$ cat src/rtl/gear_selector_input_pkg.sv
`default_nettype none
// gear_selector_input_pkg -- mode encoding shared with the gear FSM, input indices, shift interlock.
// Rev 1.0
package gear_selector_input_pkg;

  typedef enum logic [1:0] {
    MODE_P = 2'b00,
    MODE_N = 2'b01,
    MODE_R = 2'b10,
    MODE_D = 2'b11
  } mode_e;

  localparam int unsigned c_NUM_BTN   = 4;
  localparam int unsigned c_NUM_IN    = 5;
  localparam int unsigned c_IDX_P     = 0;
  localparam int unsigned c_IDX_N     = 1;
  localparam int unsigned c_IDX_R     = 2;
  localparam int unsigned c_IDX_D     = 3;
  localparam int unsigned c_IDX_BRAKE = 4;

  // Entering P or N is always safe; leaving P or reversing direction needs the brake.
  function automatic logic shift_allowed(input mode_e cur, input mode_e req, input logic brake);
    logic ok;
    ok = 1'b1;
    if (req == MODE_P || req == MODE_N) begin
      ok = 1'b1;
    end else if (cur == MODE_P) begin
      ok = brake;
    end else if ((cur == MODE_R && req == MODE_D) || (cur == MODE_D && req == MODE_R)) begin
      ok = brake;
    end
    return ok;
  endfunction

endpackage
`default_nettype wire

$ cat src/rtl/selector_debounce.sv
`default_nettype none
// selector_debounce -- 2-flop synchronizer followed by a stable-count debouncer for one contact.
// Rev 1.0
module selector_debounce #(
  parameter int unsigned DEB_CYCLES = 8
) (
  input  logic clk,
  input  logic reset,
  input  logic raw_i,
  output logic level_o
);

  localparam int unsigned   CW        = $clog2(DEB_CYCLES + 1);
  localparam logic [CW-1:0] c_DEB_MAX = CW'(DEB_CYCLES);

  logic          sync1_q, sync2_q;
  logic          level_q, level_d;
  logic [CW-1:0] cnt_q, cnt_d;

  always_ff @(posedge clk or posedge reset) begin
    if (reset) begin
      sync1_q <= 1'b0;
      sync2_q <= 1'b0;
      level_q <= 1'b0;
      cnt_q   <= '0;
    end else begin
      sync1_q <= raw_i;
      sync2_q <= sync1_q;
      level_q <= level_d;
      cnt_q   <= cnt_d;
    end
  end

  // Toggle only once the input has differed for DEB_CYCLES counted cycles; counter never wraps.
  always_comb begin
    level_d = level_q;
    cnt_d   = cnt_q;
    if (sync2_q == level_q) begin
      cnt_d = '0;
    end else if (cnt_q == c_DEB_MAX) begin
      level_d = ~level_q;
      cnt_d   = '0;
    end else begin
      cnt_d = cnt_q + 1'b1;
    end
  end

  assign level_o = level_q;

endmodule
`default_nettype wire

$ cat src/rtl/gear_selector_input.sv
`default_nettype none
// gear_selector_input -- debounced gear-selector buttons to interlocked P/N/R/D command pulses.
// Rev 1.0
module gear_selector_input
  import gear_selector_input_pkg::*;
#(
  parameter int unsigned DEB_CYCLES   = 8,
  parameter int unsigned STUCK_CYCLES = 1024
) (
  input  logic       clk,
  input  logic       reset,
  input  logic       btn_p,
  input  logic       btn_n,
  input  logic       btn_r,
  input  logic       btn_d,
  input  logic       brake,
  output logic       P,
  output logic       N,
  output logic       R,
  output logic       D,
  output logic [1:0] mode,
  output logic       reject,
  output logic       fault
);

  localparam int unsigned   SW          = $clog2(STUCK_CYCLES + 1);
  localparam logic [SW-1:0] c_STUCK_MAX = SW'(STUCK_CYCLES);

  logic [c_NUM_IN-1:0]  w_raw;
  logic [c_NUM_IN-1:0]  w_lvl;
  logic [c_NUM_BTN-1:0] w_stuck_hit;

  logic [c_NUM_BTN-1:0] prev_q;
  logic [c_NUM_BTN-1:0] rise_q, rise_d;
  logic [c_NUM_BTN-1:0] cmd_q, cmd_d;
  logic                 reject_q, reject_d;
  logic                 fault_q, fault_d;
  mode_e                mode_q, mode_d;

  logic                 w_req_valid;
  mode_e                w_req_mode;

  assign w_raw[c_IDX_P]     = btn_p;
  assign w_raw[c_IDX_N]     = btn_n;
  assign w_raw[c_IDX_R]     = btn_r;
  assign w_raw[c_IDX_D]     = btn_d;
  assign w_raw[c_IDX_BRAKE] = brake;

  for (genvar gi = 0; gi < c_NUM_IN; gi++) begin : g_deb
    selector_debounce #(
      .DEB_CYCLES(DEB_CYCLES)
    ) u_deb (
      .clk    (clk),
      .reset  (reset),
      .raw_i  (w_raw[gi]),
      .level_o(w_lvl[gi])
    );
  end

  for (genvar gb = 0; gb < c_NUM_BTN; gb++) begin : g_stuck
    logic [SW-1:0] stuck_q, stuck_d;

    always_comb begin
      stuck_d = stuck_q;
      if (!w_lvl[gb]) begin
        stuck_d = '0;
      end else if (stuck_q != c_STUCK_MAX) begin
        stuck_d = stuck_q + 1'b1;
      end
    end

    always_ff @(posedge clk or posedge reset) begin
      if (reset) begin
        stuck_q <= '0;
      end else begin
        stuck_q <= stuck_d;
      end
    end

    assign w_stuck_hit[gb] = (stuck_d == c_STUCK_MAX);
  end

  assign rise_d  = w_lvl[c_NUM_BTN-1:0] & ~prev_q;
  assign fault_d = fault_q | (|w_stuck_hit);

  // Priority P > N > R > D; while faulted only P may form a request.
  always_comb begin
    w_req_valid = 1'b0;
    w_req_mode  = MODE_P;
    if (rise_q[c_IDX_P]) begin
      w_req_valid = 1'b1;
      w_req_mode  = MODE_P;
    end else if (!fault_q) begin
      if (rise_q[c_IDX_N]) begin
        w_req_valid = 1'b1;
        w_req_mode  = MODE_N;
      end else if (rise_q[c_IDX_R]) begin
        w_req_valid = 1'b1;
        w_req_mode  = MODE_R;
      end else if (rise_q[c_IDX_D]) begin
        w_req_valid = 1'b1;
        w_req_mode  = MODE_D;
      end
    end
  end

  always_comb begin
    cmd_d    = '0;
    reject_d = 1'b0;
    mode_d   = mode_q;
    if (w_req_valid && (w_req_mode != mode_q)) begin
      if (shift_allowed(mode_q, w_req_mode, w_lvl[c_IDX_BRAKE])) begin
        cmd_d[w_req_mode] = 1'b1;
        mode_d            = w_req_mode;
      end else begin
        reject_d = 1'b1;
      end
    end
  end

  always_ff @(posedge clk or posedge reset) begin
    if (reset) begin
      prev_q   <= '0;
      rise_q   <= '0;
      cmd_q    <= '0;
      reject_q <= 1'b0;
      fault_q  <= 1'b0;
      mode_q   <= MODE_P;
    end else begin
      prev_q   <= w_lvl[c_NUM_BTN-1:0];
      rise_q   <= rise_d;
      cmd_q    <= cmd_d;
      reject_q <= reject_d;
      fault_q  <= fault_d;
      mode_q   <= mode_d;
    end
  end

  assign P      = cmd_q[c_IDX_P];
  assign N      = cmd_q[c_IDX_N];
  assign R      = cmd_q[c_IDX_R];
  assign D      = cmd_q[c_IDX_D];
  assign mode   = mode_q;
  assign reject = reject_q;
  assign fault  = fault_q;

endmodule
`default_nettype wire

$ cat config.mk
export PLATFORM = sky130hd
export DESIGN_NAME = gear_selector_input
export DESIGN_NICKNAME = d
export VERILOG_FILES = /design/src/rtl/gear_selector_input_pkg.sv /design/src/rtl/selector_debounce.sv /design/src/rtl/gear_selector_input.sv
export SDC_FILE = /design/constraint.sdc
export NUM_CORES = 1
export LEC_CHECK = 0
export CAP_MARGIN = 5
export CORE_ASPECT_RATIO = 1.1
export CORE_MARGIN = 2
export CORE_UTILIZATION = 60
export DETAILED_ROUTE_END_ITERATION = 16
export PLACE_DENSITY = 0.78
export SLEW_MARGIN = 20
export SYNTH_ARGS = -nofsm -noshare
export SYNTH_HDL_FRONTEND = slang
export SYNTH_SLANG_ARGS = --single-unit
$ cat constraint.sdc
create_clock -name clk -period 4.1 [get_ports clk]
set_input_delay 0.41 -clock clk [delete_from_list [all_inputs] [get_ports clk]]
set_output_delay 0.41 -clock clk [all_outputs]
set_load 0.02 [all_outputs]
## Yosys cells after proc, flatten, opt, wreduce, memory -nomap -nowiden

Index checks and enable logic that the tools add are counted.

| storage, ports and cells | value |
|---|---|
| register bits after elaboration | 95 |
| input bits | 7 |
| output and inout bits | 8 |
| logic and storage cells | 131 |

| operators by class | value |
|---|---|
| add/sub/neg operators | 9 |
| order comparisons | 2 |
| equal/unequal tests | 24 |
| muxes and demuxes | 38 |
| bitwise logic cells | 13 |
| reduce and logical (&&, ||, !) cells | 15 |

Operators with widths:

| operator | number |
|---|---|
| $mux 11 | 8 |
| $mux 4 | 12 |
| $add 11x1->11 const B | 4 |
| $eq 11x11->1 const B | 4 |
| $ne 11x11->1 const B | 4 |
| $add 4x1->4 const B | 5 |
| $eq 4x4->1 const B | 5 |
| $mux 1 | 12 |
| $reduce_and 2->1 | 6 |
| $mux 2 | 5 |
| $not 1->1 | 10 |
| $eq 2x2->1 const B | 4 |
| $eq 1x1->1 | 5 |
| $and 4x4->4 | 1 |
| $logic_and 1x1->1 | 4 |
| $logic_not 2->1 | 2 |
| $not 4->4 | 1 |
| $reduce_or 4->1 | 1 |
| $lt 2x3->1 const B | 1 |
| $demux 1 s2 | 1 |
| $eq 2x1->1 const B | 1 |
| $ge 2x1->1 const B | 1 |
| $logic_or 1x1->1 | 2 |
| $ne 2x2->1 | 1 |
| $or 1x1->1 | 1 |

## Depth between registers and ports, before layout

| logic depth | value |
|---|---|
| depth in word-level cells | 14 |
| mapped depth | 10 |
| depth with buffers taken out | 8 |

## Modules after synthesis

Synthesis repeated with hierarchy kept, for this count alone.

| unflattened totals | value |
|---|---|
| cell total of the unflattened synthesis | 454 |
| area, all modules | 4,687.0 um^2 |

Modules (own cells, without submodules):

| module | times used | cells an instance | area an instance (um^2) | sequential area each (um^2) |
|---|---|---|---|---|
| gear_selector_input | 1 | 324 | 3,160.5 | 1,501.4 |
| selector_debounce | 5 | 26 | 305.3 | 175.2 |

## Worst setup path after synthesis

Ideal clock, no wire load.

| path | value |
|---|---|
| path kind | reg-to-reg |
| start point | register g_stuck[3].stuck_q[0] |
| end point | register fault_q (netlist: fault) |
| setup time | 0.071 ns |
| arrival | 2.094 ns |
| data required time | 4.029 ns |
| setup slack | 1.935 ns |
| cell stages (with the launch flop) | 11 |
| cell sequence | dfrtp_1 > clkbuf_1 > inv_1 > ha_1 > nor4b_2 > and3_1 > buf_4 > mux2i_1 > nor4b_1 > or4b_1 > nand4_1 |

| between the ends | value |
|---|---|
| word-level cells in the longest chain between the ends | 6 |
| elaborated cells between the ends (all ways) | 7 |
| classes of those cells | add/sub: 1; eq/ne: 2; mux: 2; bitwise: 1; reduce/logical: 1 |

Ends and longest elaborated chain:

| what | line | RTL |
|---|---|---|
| start: declaration | gear_selector_input.sv:61 | `logic [SW-1:0] stuck_q, stuck_d;` |
| start signal: assignment | gear_selector_input.sv:76 | `stuck_q <= stuck_d;` |
| $add 11x1->11 or $ne 11x11->1 (tied branches) | gear_selector_input.sv:68, gear_selector_input.sv:67 |  |
| $mux 11 (*) | gear_selector_input.sv:67 | `end else if (stuck_q != c_STUCK_MAX) begin` |
| $mux 11 (*) | gear_selector_input.sv:65 | `if (!w_lvl[gb]) begin` |
| $eq 11x11->1 (*) | gear_selector_input.sv:80 | `assign w_stuck_hit[gb] = (stuck_d == c_STUCK_MAX);` |
| $reduce_or 4->1 (*) | gear_selector_input.sv:84 | `assign fault_d = fault_q \| (\|w_stuck_hit);` |
| $or 1x1->1 (*) | gear_selector_input.sv:84 |  |
| named net fault_d | gear_selector_input.sv:37 | `logic fault_q, fault_d;` |
| end signal: assignment | gear_selector_input.sv:134 | `fault_q <= fault_d;` |
| end: declaration | gear_selector_input.sv:37 |  |

Mark *: on every way through the listed nets, which the timed path passes. The rest lies on a longest branch.
A chain may end at the register's enable or synchronous reset.

## Worst setup path in the final report

| path | value |
|---|---|
| start point | register g_stuck[2].stuck_q[0] |
| end point | register fault_q (netlist: fault) |

| between the ends | value |
|---|---|
| word-level cells in the longest chain between the ends | 6 |
| elaborated cells between the ends (all ways) | 7 |
| classes of those cells | add/sub: 1; eq/ne: 2; mux: 2; bitwise: 1; reduce/logical: 1 |

Ends and longest elaborated chain:

| what | line |
|---|---|
| start: declaration | gear_selector_input.sv:61 |
| start signal: assignment | gear_selector_input.sv:76 |
| $add 11x1->11 or $ne 11x11->1 (tied branches) | gear_selector_input.sv:68, gear_selector_input.sv:67 |
| $mux 11 (*) | gear_selector_input.sv:67 |
| $mux 11 (*) | gear_selector_input.sv:65 |
| $eq 11x11->1 (*) | gear_selector_input.sv:80 |
| $reduce_or 4->1 (*) | gear_selector_input.sv:84 |
| $or 1x1->1 (*) | gear_selector_input.sv:84 |
| named net fault_d | gear_selector_input.sv:37 |

Marks and branches as above.

==> metrics <==
outcome complete, no violations; largest net degree at the start of global routing 46; r2r setup slk 1.78 ns; Overall Power 0.00195 W; worst r2r path cells 8; CTS tree yes; Finished Cell Area 5140 um^2; Crit. Startpoint g_stuck[2].stuck_q[0]; Max Cap Viol 0; Port-buffer cells 14; first-pass GRT wire length 13700 um; FF-to-FF Start g_stuck[2].stuck_q[0]; CP Capture Type register; slowest stage delay, CP 0.49 ns; sequential fraction of the synthesis area 50.4%; Critical Path RT 4.38 ns; ant diodes 0; drt total wl 7610 um; DR DRC count 0; CTS buffer count 9; Die W 88.5 um; Yosys top cell area share 50.4%; H-tree lvl count 3; Final Cycle Share 56.6%; met3 Usage GRT 4.27%; All-Layer GR Usage 19.7%; CTS Buffer Depth 2; routed vias 3224; initial antenna violation count 0; ys async rst share 100%; ys flop type dfrtp_1; cells along the critical path inv_1 -> ha_1 -> or4bb_1 -> or3_1 -> a21o_1 -> a31oi_1 -> nand4_1 -> nand4_1; area grow syn2layout 9.13%; most frequent CP cell nand4_1; yosys warns 0; Netlist cell types 51; placed wire-length estimate 5450 um; dpl cell area 4930 um^2; FF-to-FF End fault; cts repair resizes 0; synthesized net count 482; critical path class register to register; Startpoint Class register; Crit path arrival time 2.59 ns; number of global-route vias before repair 3115; Rows 33; GRT busiest layer met2; Tmin final 2.32 ns; leading area contributor after synthesis dfrtp_1; routed len/inst 13.1 um; GR Util met2 32.0%; Slew Limit Headroom 62.0%; synthesized flop and latch total 95; synth top area cells dfrtp_1, xnor2_1, ha_1; WP buf/inv 1; fin nets 495; worst-skew pair later-pin latency 0.35 ns; HP Class input pin to asynchronous set/reset pin; Starting DRT DRC Count 112; Min Hold Slack 0.320 ns; post-synthesis average cell area 10.3 um^2; DRT antenna net count 0; grt met1 use 26.2%; pwr dens 380 nW/um^2; die area 8580 um^2; VDD IR max 0.337 mV; Root Buffer clkbuf_8; Worst path depth 8; gpl congestion 0.885; core area 7560 um^2; Final Hold Fails 0; top cell family by delay on the critical path simple AND/OR/NAND/NOR gates; end of the critical path fault; CP max-delay cell or4bb_1; number of synthesized flops with an enable pin 0; Tightest Pin Transition 0.565 ns; RSZ-0062 raised after global routing no; Vert. Die Dim 97.0 um; share of cells above drive strength 1 5.47%; Hold-fix buffers, CTS 0; skew final 0.0122 ns; Setup-failing EPs final 0; P_leak 2.28 nW; Congestion Overflow GR 0; 1st-pass router iterations 4; initial core utilization 62.4%; clk slew on worst S/H paths 0.09 ns; Fmax 0.431 GHz; CTS sink count 95; crit-path max FO 6; num ports 15; setup TNS 0 ns; Mapped Cells 457; Vias/cell 5.56; Slew Limit Fails 0; Cell Area, Synth 4710 um^2; postcts setup bufs 0
==> synthesized netlist by cell type (all sizes together), types with 2 or more instances <==
| master | instances |
|---|---|
| nor3b | 3 |
| nand3b | 4 |
| o21ai | 9 |
| or4 | 2 |
| nor3 | 16 |
| o211ai | 4 |
| o31ai | 2 |
| o21a | 6 |
| dfrtp | 95 |
| nor4 | 3 |
| mux2 | 4 |
| buf | 5 |
| and3 | 6 |
| xor2 | 13 |
| mux2i | 13 |
| xnor2 | 29 |
| a21boi | 2 |
| nor2b | 16 |
| ha | 18 |
| and2 | 23 |
| a21oi | 12 |
| nand2b | 8 |
| or3 | 8 |
| nand4 | 15 |
| and4 | 2 |
| nand2 | 26 |
| nor4b | 5 |
| clkbuf | 9 |
| inv | 25 |
| nand3 | 22 |
| a31oi | 2 |
| nor2 | 35 |
==> layer usage <==
| layer | up-vias | wire [um] |
|---|---|---|
| li1 | 1593 | - |
| met1 | 1565 | 3460 |
| met2 | 56 | 3750 |
| met3 | 10 | 291 |
| met4 | 0 | 110 |
| met5 | - | 0 |
==> kinds of logic after synthesis <==
| kind of cell | synth area share (%) |
|---|---|
| XOR/XNOR | 7.80 |
| flip-flops | 50.4 |
| adder cells (fa/ha/maj) | 4.78 |
| buffers and inverters | 3.64 |
| AO/OA/AOI/OAI | 6.34 |
| AND/OR/NAND/NOR | 23.3 |
| multiplexers | 3.72 |
==> area by class of cell <==
type                    instances  area, um^2
flip-flops and latches         95        2380
inverters                      26        98.8
clock inverters                 5        65.1
multi-input cells             322        2160
well taps                     105         131
clock buffers                  11         151
repair buffers                 16         155
fillers                       568        2410
==> registers in the layout, summed over array words and instances (netlist names) <==
| signal | count |
|---|---|
| fault | 1 |
| g_deb.u_deb.level_o | 5 |
| g_deb.u_deb.sync2_q | 5 |
| reject | 1 |
| g_deb.u_deb.sync1_q | 5 |
| g_deb.u_deb.cnt_q | 20 |
| g_stuck.stuck_q | 44 |
| mode | 2 |
| prev_q | 4 |
| rise_q | 4 |
| cmd_q | 4 |
==> cells in the final DEF (no fill, tap or decap), types with 2 or more instances in the layout <==
cell / n
o211ai_1: 4
nand4_1: 15
o21a_1: 6
nor4_1: 3
clkdlybuf4s50_1: 14
o31ai_1: 2
and3_1: 6
buf_4: 2
a31oi_1: 2
mux2i_1: 13
inv_1: 24
a21oi_1: 12
xor2_1: 13
nor2_1: 35
or3_1: 7
xnor2_1: 29
o21ai_0: 9
nor4b_1: 4
nand2_1: 26
clkinv_4: 3
and2_1: 23
ha_1: 18
or4_1: 2
a21boi_0: 2
nor3b_1: 3
nand3_1: 22
nand2b_1: 8
clkbuf_8: 11
nand3b_1: 4
mux2_2: 4
nor2b_1: 16
nor3_1: 16
and4_1: 2
dfrtp_1: 95
==> worst min path at each step <==
| stage | start | end | slack, ns |
|---|---|---|---|
| floorplan | g_deb[0].u_deb.sync1_q | g_deb[0].u_deb.sync2_q | 0.33 |
| global placement | g_deb[0].u_deb.sync1_q | g_deb[0].u_deb.sync2_q | 0.33 |
| detailed placement | g_deb[3].u_deb.sync1_q | g_deb[3].u_deb.sync2_q | 0.34 |
| CTS | reset | g_deb[4].u_deb.cnt_q[0] | 0.32 |
| global route | reset | g_deb[4].u_deb.cnt_q[0] | 0.33 |
| finish | reset | g_deb[4].u_deb.cnt_q[0] | 0.32 |
==> per-stage QoR <==
stage                     util, %  setup WS [ns]  cells
after floorplan                 -           1.21    457
after global placement       65.2           1.93    564
after detailed placement     65.2           1.82    564
after CTS                    68.1           1.78    580
after global routing         68.1           1.62    580
final                        68.1           1.78    580
==> power by group <==
group / switching [W] / internal [W] / leakage, nW / total, W
sequential: 0.0000725 / 0.000999 / 1.29 / 0.00107
combinational: 0.000126 / 0.000118 / 0.883 / 0.000244
clock: 0.000317 / 0.000321 / 0.110 / 0.000638
total: 0.000516 / 0.00144 / 2.28 / 0.00195
Note: power is estimated with default switching activity, not from simulation.
